<file path="src/rtl/piece_fall_ctrl.sv">
// Falling-cell controller for a 10x20 well: gravity on frame ticks, keyboard
// moves and drops, per-column stack heights, lock/respawn and game-over.
module piece_fall_ctrl #(
  parameter int GRID_X0        = 200,
  parameter int CELL           = 24,
  parameter int COLS           = 10,
  parameter int ROWS           = 20,
  parameter int SPAWN_COL      = 4,
  parameter int GRAVITY_FRAMES = 30
) (
  input  logic       Clk,
  input  logic       Reset_n,
  input  logic       frame_tick,
  input  logic [7:0] keycode,
  output logic [9:0] BallX,
  output logic [9:0] BallY,
  output logic [9:0] Ball_size,
  output logic       lock_valid,
  output logic [3:0] lock_col,
  output logic [4:0] lock_row,
  output logic       game_over
);

  localparam logic [7:0] KEY_A     = 8'h04;
  localparam logic [7:0] KEY_D     = 8'h07;
  localparam logic [7:0] KEY_S     = 8'h16;
  localparam logic [7:0] KEY_SPACE = 8'h2C;
  localparam logic [7:0] KEY_ENTER = 8'h28;

  localparam logic [3:0] SPAWN_COL_L = 4'(SPAWN_COL);
  localparam logic [3:0] LAST_COL_L  = 4'(COLS - 1);
  localparam logic [4:0] ROWS_L      = 5'(ROWS);
  localparam logic [4:0] LAST_ROW_L  = 5'(ROWS - 1);
  localparam logic [4:0] GRAV_LAST_L = 5'(GRAVITY_FRAMES - 1);

  typedef enum logic [1:0] {
    ST_SPAWN = 2'd0,
    ST_FALL  = 2'd1,
    ST_LOCK  = 2'd2,
    ST_OVER  = 2'd3
  } state_t;

  state_t     state_r, state_s;
  logic [3:0] col_r, col_s, col_mv_s, col_left_s, col_right_s;
  logic [4:0] row_r, row_s;
  logic [4:0] grav_r, grav_s;
  logic [7:0] prev_key_r;
  logic [4:0] heights_r [COLS];
  logic       heights_inc_s, heights_clr_s, step_s;
  logic       key_new_s, edge_a_s, edge_d_s, edge_space_s, edge_enter_s, s_held_s;

  // Cell at `row` is inside the stack of a column whose height is `h`.
  function automatic logic occupied(input logic [4:0] row, input logic [4:0] h);
    return row >= (ROWS_L - h);
  endfunction

  // Lowest free row of a column; only evaluated for columns that are not full.
  function automatic logic [4:0] land(input logic [4:0] h);
    return LAST_ROW_L - h;
  endfunction

  assign key_new_s    = frame_tick && (keycode != prev_key_r);
  assign edge_a_s     = key_new_s && (keycode == KEY_A);
  assign edge_d_s     = key_new_s && (keycode == KEY_D);
  assign edge_space_s = key_new_s && (keycode == KEY_SPACE);
  assign edge_enter_s = key_new_s && (keycode == KEY_ENTER);
  assign s_held_s     = (keycode == KEY_S);
  // Neighbour indices are clamped so the heights lookup never leaves the array.
  assign col_left_s   = (col_r == 4'd0) ? col_r : col_r - 4'd1;
  assign col_right_s  = (col_r == LAST_COL_L) ? col_r : col_r + 4'd1;

  // Next-state and datapath decisions for the piece.
  always_comb begin
    state_s       = state_r;
    col_s         = col_r;
    row_s         = row_r;
    grav_s        = grav_r;
    col_mv_s      = col_r;
    step_s        = 1'b0;
    heights_inc_s = 1'b0;
    heights_clr_s = 1'b0;
    case (state_r)
      ST_SPAWN: begin
        col_s  = SPAWN_COL_L;
        row_s  = 5'd0;
        grav_s = 5'd0;
        if (heights_r[SPAWN_COL] == ROWS_L) state_s = ST_OVER;
        else                                state_s = ST_FALL;
      end
      ST_FALL: begin
        if (!frame_tick) begin
          state_s = ST_FALL;
        end else if (edge_space_s) begin
          row_s   = land(heights_r[col_r]);
          state_s = ST_LOCK;
        end else begin
          // D is checked first so it wins over A.
          if (edge_d_s) begin
            if (col_r != LAST_COL_L && !occupied(row_r, heights_r[col_right_s])) col_mv_s = col_right_s;
            else col_mv_s = col_r;
          end else if (edge_a_s) begin
            if (col_r != 4'd0 && !occupied(row_r, heights_r[col_left_s])) col_mv_s = col_left_s;
            else col_mv_s = col_r;
          end else begin
            col_mv_s = col_r;
          end
          col_s  = col_mv_s;
          step_s = s_held_s || (grav_r == GRAV_LAST_L);
          grav_s = step_s ? 5'd0 : grav_r + 5'd1;
          if (step_s && row_r == land(heights_r[col_mv_s])) state_s = ST_LOCK;
          else if (step_s)                                  row_s   = row_r + 5'd1;
          else                                              row_s   = row_r;
        end
      end
      ST_LOCK: begin
        heights_inc_s = 1'b1;
        state_s       = ST_SPAWN;
      end
      ST_OVER: begin
        if (edge_enter_s) begin
          heights_clr_s = 1'b1;
          state_s       = ST_SPAWN;
        end else begin
          state_s = ST_OVER;
        end
      end
      default: state_s = ST_SPAWN;
    endcase
  end

  // Piece position, gravity counter and FSM state.
  always_ff @(posedge Clk or negedge Reset_n) begin
    if (!Reset_n) begin
      state_r <= ST_SPAWN;
      col_r   <= SPAWN_COL_L;
      row_r   <= 5'd0;
      grav_r  <= 5'd0;
    end else begin
      state_r <= state_s;
      col_r   <= col_s;
      row_r   <= row_s;
      grav_r  <= grav_s;
    end
  end

  // Key history for press-edge detection, sampled once per frame.
  always_ff @(posedge Clk or negedge Reset_n) begin
    if (!Reset_n)        prev_key_r <= 8'h00;
    else if (frame_tick) prev_key_r <= keycode;
    else                 prev_key_r <= prev_key_r;
  end

  // Column stack heights; saturate at ROWS.
  always_ff @(posedge Clk or negedge Reset_n) begin
    if (!Reset_n) begin
      for (int i = 0; i < COLS; i++) heights_r[i] <= 5'd0;
    end else if (heights_clr_s) begin
      for (int i = 0; i < COLS; i++) heights_r[i] <= 5'd0;
    end else if (heights_inc_s && heights_r[col_r] != ROWS_L) begin
      heights_r[col_r] <= heights_r[col_r] + 5'd1;
    end else begin
      heights_r[col_r] <= heights_r[col_r];
    end
  end

  assign BallX      = 10'(GRID_X0) + {6'd0, col_r} * 10'(CELL) + 10'(CELL / 2);
  assign BallY      = {5'd0, row_r} * 10'(CELL) + 10'(CELL / 2);
  assign Ball_size  = 10'(CELL / 2);
  assign lock_valid = (state_r == ST_LOCK);
  assign lock_col   = col_r;
  assign lock_row   = row_r;
  assign game_over  = (state_r == ST_OVER);

endmodule

</file>
<file path="config.mk">
export PLATFORM = sky130hd
export DESIGN_NAME = piece_fall_ctrl
export DESIGN_NICKNAME = d
export VERILOG_FILES = /design/src/rtl/piece_fall_ctrl.sv
export SDC_FILE = /design/constraint.sdc
export NUM_CORES = 1
export LEC_CHECK = 0
export ABC_CLOCK_PERIOD_IN_PS = 7800
export CORE_ASPECT_RATIO = 0.75
export CORE_MARGIN = 2
export CORE_UTILIZATION = 45
export DETAILED_ROUTE_END_ITERATION = 16
export GPL_ROUTABILITY_DRIVEN = 0
export GPL_TIMING_DRIVEN = 0
export PLACE_DENSITY_LB_ADDON = 0.15
export SYNTH_ARGS = -nofsm -noshare
export SYNTH_HDL_FRONTEND = slang
export SYNTH_SLANG_ARGS = --single-unit
</file>
<file path="constraint.sdc">
create_clock -name Clk -period 7.8 [get_ports Clk]
set_clock_uncertainty 0.15 [all_clocks]
set_input_delay 1.56 -clock Clk [delete_from_list [all_inputs] [get_ports Clk]]
set_output_delay 1.56 -clock Clk [all_outputs]
set_load 0.01 [all_outputs]
</file>
-- Yosys cells after proc, flatten, opt, wreduce, memory -nomap -nowiden
Cells that the tools add are included.
- add/sub/neg operators: 12
- multiply operators: 2
- order comparisons: 7
- equality and inequality tests: 20
- muxes and demuxes: 48
- bitwise logic cells: 4
- reduce and logical (&&, ||, !) cells: 19
- operators by type and width (kind ; number):
    50-bit bitwise mux ; 2
    50-bit two-way mux ; 2
    5-bit binary-select mux with 4-bit select ; 4
    5-bit two-way mux ; 16
    4-bit two-way mux ; 11
    10-bit by 4-bit adder with 10-bit output, second input constant ; 2
    5-bit demux with 4-bit select ; 1
    5-bit greater-or-equal comparator, second input constant ; 4
    4-bit inverter with 5-bit output ; 4
    5-bit case mux with 2 select lines ; 2
    5-bit subtractor, first input constant ; 4
    8-bit by 3-bit equality test with 1-bit output, second input constant ; 2
    8-bit by 6-bit equality test with 1-bit output, second input constant ; 2
    5-bit by 1-bit adder with 5-bit output, second input constant ; 3
    8-bit by 9-bit adder with 10-bit output, first input constant ; 1
    5-bit equality test, second input constant ; 2
    5-bit greater-or-equal comparator ; 2
    1-bit logical AND ; 10
    2-bit two-way mux ; 5
    8-bit by 5-bit equality test with 1-bit output, second input constant ; 1
    4-bit != test, second input constant ; 2
    8-bit != test ; 1
    2-bit case mux with 4 select lines ; 1
    4-bit case mux with 2 select lines ; 1
    21 further kinds ; 27
- flip-flop bits (word level): 74
- bits of input ports: 11
- output and inout port bits: 41

-- Longest topological paths before layout
- word-level depth: 27
- gate-level depth with buffers: 35

-- Worst setup path after synthesis
No wires, ideal clock.
- path type: reg2reg
- from: register col_r[2], in the netlist lock_col[2]
- to: register row_r[4], in the netlist lock_row[4]
- arrival: 7495 ps
- data required time: 7528 ps
- setup slack: 33 ps
- stages on the path, launching flop included: 35
- path buffers: 5
- clock period less this slack: 7767 ps
- cell sequence: dfstp_2 clkbuf_1 inv_2 ha_1 buf_2 nand2_1 clkbuf_1 xnor2_1 clkbuf_1 mux2_2 a22oi_1 nor2_1 a21oi_1 ha_1 inv_1 a21oi_1 xnor2_1 ha_1 a221oi_1 inv_1 a311oi_1 nor3_1 a2111o_1 buf_6 mux2i_1 mux2i_1 mux2i_1 nor2_1 a21oi_1 ha_1 xor2_1 xnor2_1 o41ai_4 a21oi_2 a32o_1
- longest elaborated chain between the ends: 25
- ends and longest elaborated chain (item ; line ; text):
    from (decl) ; 44 ; logic [3:0] col_r, col_s, col_mv_s, col_left_s, col_right_s;
    from (signal assigned) ; 140 ; col_r <= col_s;
    4-bit by 1-bit subtractor with 4-bit output / 4-bit zero test (equally long branches) ; 69 ; assign col_left_s = (col_r == 4'd0) ? col_r : col_r - 4'd1;
    4-bit two-way mux ; 69 ;
    4-bit inverter with 5-bit output (implied by the code) ; 102 ; if (col_r != 4'd0 && !occupied(row_r, heights_r[col_left_s])) col_mv_s = col_left_s;
    5-bit binary-select mux with 4-bit select ; 102 ;
    5-bit two-way mux (implied by the code) (2 in series) ; 102 ;
    5-bit subtractor ; 54 ; return row >= (ROWS_L - h);
    5-bit greater-or-equal comparator ; 54 ;
    1-bit zero test ; 102 ;
    [7 not listed] ; n/a ;
    4-bit inverter with 5-bit output (implied by the code) ; 110 ; if (step_s && row_r == land(heights_r[col_mv_s])) state_s = ST_LOCK;
    5-bit binary-select mux with 4-bit select ; 110 ;
    5-bit two-way mux (implied by the code) (2 in series) ; 110 ;
    5-bit subtractor ; 59 ; return LAST_ROW_L - h;
    5-bit equality test ; 110 ;
    1-bit logical AND ; 110 ;
    3-bit != test (no source line) ; n/a ;
    4-bit AND reduction (no source line) ; n/a ;
    to (signal assigned) ; 141 ; row_r <= row_s;
    to (decl) ; 45 ; logic [4:0] row_r, row_s;
Parallel ways exist; a longest one is shown, timed or not. The select of a mux whose other input is x is not followed.
A chain may end at the register's enable or synchronous reset.

-- Worst setup path after layout
Same ends and word-level chain as after synthesis.

==> run summary <==
Area fraction of the dominant cell type after synthesis: 0.265. After the first detailed-routing iteration, the DRC count stood at 1013. The number of synthesized flops with an enable pin is 0. The number of search-and-repair iterations in the first detailed-routing pass is 6.

Row generation in the floorplan step produced 39 rows. The logs give 2540 µW for the final total power and 2 for the deepest clock path buffer count. The tools report the register area share after synthesis as 0.269. For the number of pins with negative max-slew slack in the final report, the log shows 0. The total congestion overflow came out at 0.

The effective utilization at floorplan was 0.457. The aggregate global-route resource usage is 0.286. By area the synthesized netlist is led by sky130_fd_sc_hd__dfrtp_1 27%, sky130_fd_sc_hd__mux4_2 9.5%, sky130_fd_sc_hd__ha_1 7.3%. After legalization and detailed placement, the total HPWL measured 17.1 mm. The tools report the final routed DRC violation total as 0.

The first global-routing pass estimated 36.1 mm of wire. The routed length per placed instance was 21.5 µm. The area inside the core boundary came out at 15100 µm².

The tools report the clock tree root driver cell as sky130_fd_sc_hd__clkbuf_16. The logs give 360 ps for the clock latency on the worst-skew pair and 6890 µm² for the area of the mapped netlist. In this run the static leakage power is 0.00341 µW. Final layout net count: 920. In this run the most critical hold path is launched from grav_r[4]. The terminating pin of the worst hold path was grav_r[4].

The number of global-route vias before repair is 6340. For this design, the slowest cell found on the critical path is sky130_fd_sc_hd__dfstp_2. During synthesis, Yosys emitted a total of 0 warnings. Synthesis instantiated 69 different standard cells from the library.

Based on the critical path, the design can be clocked at up to 132 MHz. The layout overhead on the synthesized area was 23.1%; the number of hold buffers added after CTS was 0. In the synthesized netlist, the number of instances is 781.

The number of I/O port buffers is 35, and the depth of the worst register-to-register path is 35. The run finished with clean final reports. The start point of the critical path is lock_col[2]. The average cell area after synthesis was 8.82 µm²; the number of CTS-inserted buffers was 9.

On the worst path, the slowest cell contributes a delay of 540 ps. The critical setup path kind was flop to flop. The post-detailed-routing wire length was 23.1 mm. The leading register cell type out of synthesis was sky130_fd_sc_hd__dfrtp_1. The number of vias in the routed layout is 6699, and the post-route clock period utilization is 0.972. By instance count, the cell type seen most on the critical path is sky130_fd_sc_hd__mux2i_1. Excluding fillers, the count of instances in the completed layout stands at 1077. The share of final-layout standard cells stronger than drive strength 1 works out to 0.213. The number of cells on the worst hold path was 1.

The initial antenna violation count is 0. Of all nets on the critical path, the largest fanout is 13. Mean number of vias per cell: 6.22. The tools report the data arrival time of the critical path as 7680 ps. The sequential power share is 0.236, and the clock sink count is 74. Synthesis inferred 74 register bits. The worst register-to-register path begins at lock_col[2]. The number of antenna diodes in the final layout is 0. STA classifies the critical path startpoint as a flop. The tools report the total negative slack for setup checks as 0 ps.

The worst setup path is captured at a flop. Internal power comes to 1380 µW. The path class of the tightest hold or removal check is flop to flop.

Ranked by instance count, the synthesized netlist is headed by 80 x sky130_fd_sc_hd__a21oi_1, 80 x sky130_fd_sc_hd__nand2_1, 75 x sky130_fd_sc_hd__nor2_1, 73 x sky130_fd_sc_hd__dfrtp_1, 50 x sky130_fd_sc_hd__nand3_1. Summed over all nets, the switching power comes to 1160 µW. The area of the die is 16300 µm², and the power density over the cells is 299 nW/µm². For the I/O pin count, the log shows 52. At the worst endpoint, the required time is 7890 ps. The pin count of the biggest net entering global routing was 40. The kind of cell with the highest combined delay along the critical path is compound AO/OA/AOI/OAI gates. The final number of hold-violating endpoints came out at 0.

Hold timing on the final database bottoms out at a slack of 346 ps. For the combinational share of power, the log shows 0.574. Max-cap violations in this run came to 0. The total buffers and inverters traversed by the critical path came out at 9.

The total instance count after detailed placement was 1036. Worst ir drop on vdd: 0.000185 V. At the pin with the least slew margin, the transition time is 1200 ps. The setup slack on the worst flop-to-flop path is 220 ps, and the share of power burned in the clock network is 0.190. The clock-pin slew of the registers on the worst-case setup and hold paths was 60 ps.

The switching share of power is 0.456, and the level count of the clock H-tree is 3. TritonCTS built the clock tree. In this run the critical register-to-register path is captured at lock_row[4].

The final setup violation count was 0. The proportion of register bits with asynchronous set or reset after synthesis is 1.00, and the die outline width is 147 µm. Of all cell types, the one taking the most synthesized area is sky130_fd_sc_hd__dfrtp_1. For the post-detailed-route count of antenna-violating nets, the log shows 0. The clock period could shrink to 7580 ps. The worst slew margin relative to its limit was 0.195; the height of the chip was 111 µm.
-- state kept, by name, summed over array words and instances (netlist names) --
name,flops
prev_key_r,8
lock_row,5
state_r,2
heights_r,50
grav_r,5
lock_col,4
-- per-stage QoR --
stage / setup WS, ps / util / area (µm²)
2_1_floorplan: 33.3 / - / 6940
3_3_place_gp: -1760 / 0.501 / 7550
3_5_place_dp: -1910 / 0.502 / 7570
4_1_cts: 11.7 / 0.539 / 8130
5_1_grt: -36.3 / 0.562 / 8480
6_report: 216 / 0.562 / 8480
-- cell families after synthesis --
group,share of synthesized area
AO/OA/AOI/OAI,0.172
XOR/XNOR,0.0558
adder cells (fa/ha/maj),0.0785
buffers and inverters,0.0585
flip-flops,0.269
multiplexers,0.192
other,0.00109
AND/OR/NAND/NOR,0.174
-- power by group through the flow --
stage,Combinational (µW),Sequential (µW),Clock [µW]
floorplan,892,547,0
global placement,1220,589,0
detailed placement,1260,599,0
CTS,1290,592,485
global route,1570,608,505
finish,1460,598,482
-- worst reg2reg max path, delay by kind of cell (launching register included) --
family	cells	cell delay, ps
xor gates and xnor gates	3	770
muxes	4	880
DFF	1	540
and+or+nand+nor	4	480
buffers and inverters	9	1270
adders and majority gates	4	1080
AOI/OAI and AO/OA	11	2300
-- worst max-delay path by stage --
stage                  endpoint  slack, ps  cells after the start
floorplan           lock_row[4]         30                     34
global placement    lock_row[0]      -1760                     33
detailed placement  lock_row[4]      -1910                     33
CTS                 lock_row[4]         10                     33
global route        lock_row[4]        -40                     31
finish              lock_row[4]        220                     35
-- routing by layer --
metal	part of all wire	global-route usage
met3	0.12	0.0683
met1	0.43	0.426
met4	0.017	0.0841
met5	0	0
met2	0.43	0.412
-- cells in the final DEF, fill, tap and decap left out, types with 4 or more instances in the layout --
cell,count
sky130_fd_sc_hd__a21o_1,5
sky130_fd_sc_hd__a21oi_1,78
sky130_fd_sc_hd__a221oi_1,6
sky130_fd_sc_hd__a22oi_1,7
sky130_fd_sc_hd__a31oi_1,5
sky130_fd_sc_hd__and3_1,5
sky130_fd_sc_hd__buf_1,4
sky130_fd_sc_hd__buf_4,45
sky130_fd_sc_hd__buf_6,6
sky130_fd_sc_hd__clkbuf_1,19
sky130_fd_sc_hd__clkbuf_16,9
sky130_fd_sc_hd__clkdlybuf4s50_1,34
sky130_fd_sc_hd__conb_1,16
sky130_fd_sc_hd__dfrtp_1,71
sky130_fd_sc_hd__ha_1,37
sky130_fd_sc_hd__inv_1,20
sky130_fd_sc_hd__mux2_2,29
sky130_fd_sc_hd__mux2i_1,32
sky130_fd_sc_hd__mux4_2,29
sky130_fd_sc_hd__nand2_1,78
sky130_fd_sc_hd__nand3_1,49
sky130_fd_sc_hd__nand3b_1,4
sky130_fd_sc_hd__nand4_1,9
sky130_fd_sc_hd__nor2_1,75
sky130_fd_sc_hd__nor2b_1,6
sky130_fd_sc_hd__nor3_1,9
sky130_fd_sc_hd__o21ai_0,28
sky130_fd_sc_hd__o31ai_1,6
sky130_fd_sc_hd__xnor2_1,28
sky130_fd_sc_hd__xnor2_4,4
sky130_fd_sc_hd__xor2_1,7
-- layout make-up --
cell class	count	area, µm²
inverter	26	108
fill	1327	6600
clock inverter	6	95.1
clock buffer	10	239
buffer	56	382
sequential	74	1860
timing repair buffer	61	567
multi-input combinational	639	4980
tap	205	256
-- repair_timing --
item	in CTS	in global routing
setup buffers	10	15
pin swaps	5	6
gates resized for setup	37	54
endpoints found under the setup margin	9	7
Note: power is estimated with default switching activity, not from simulation.
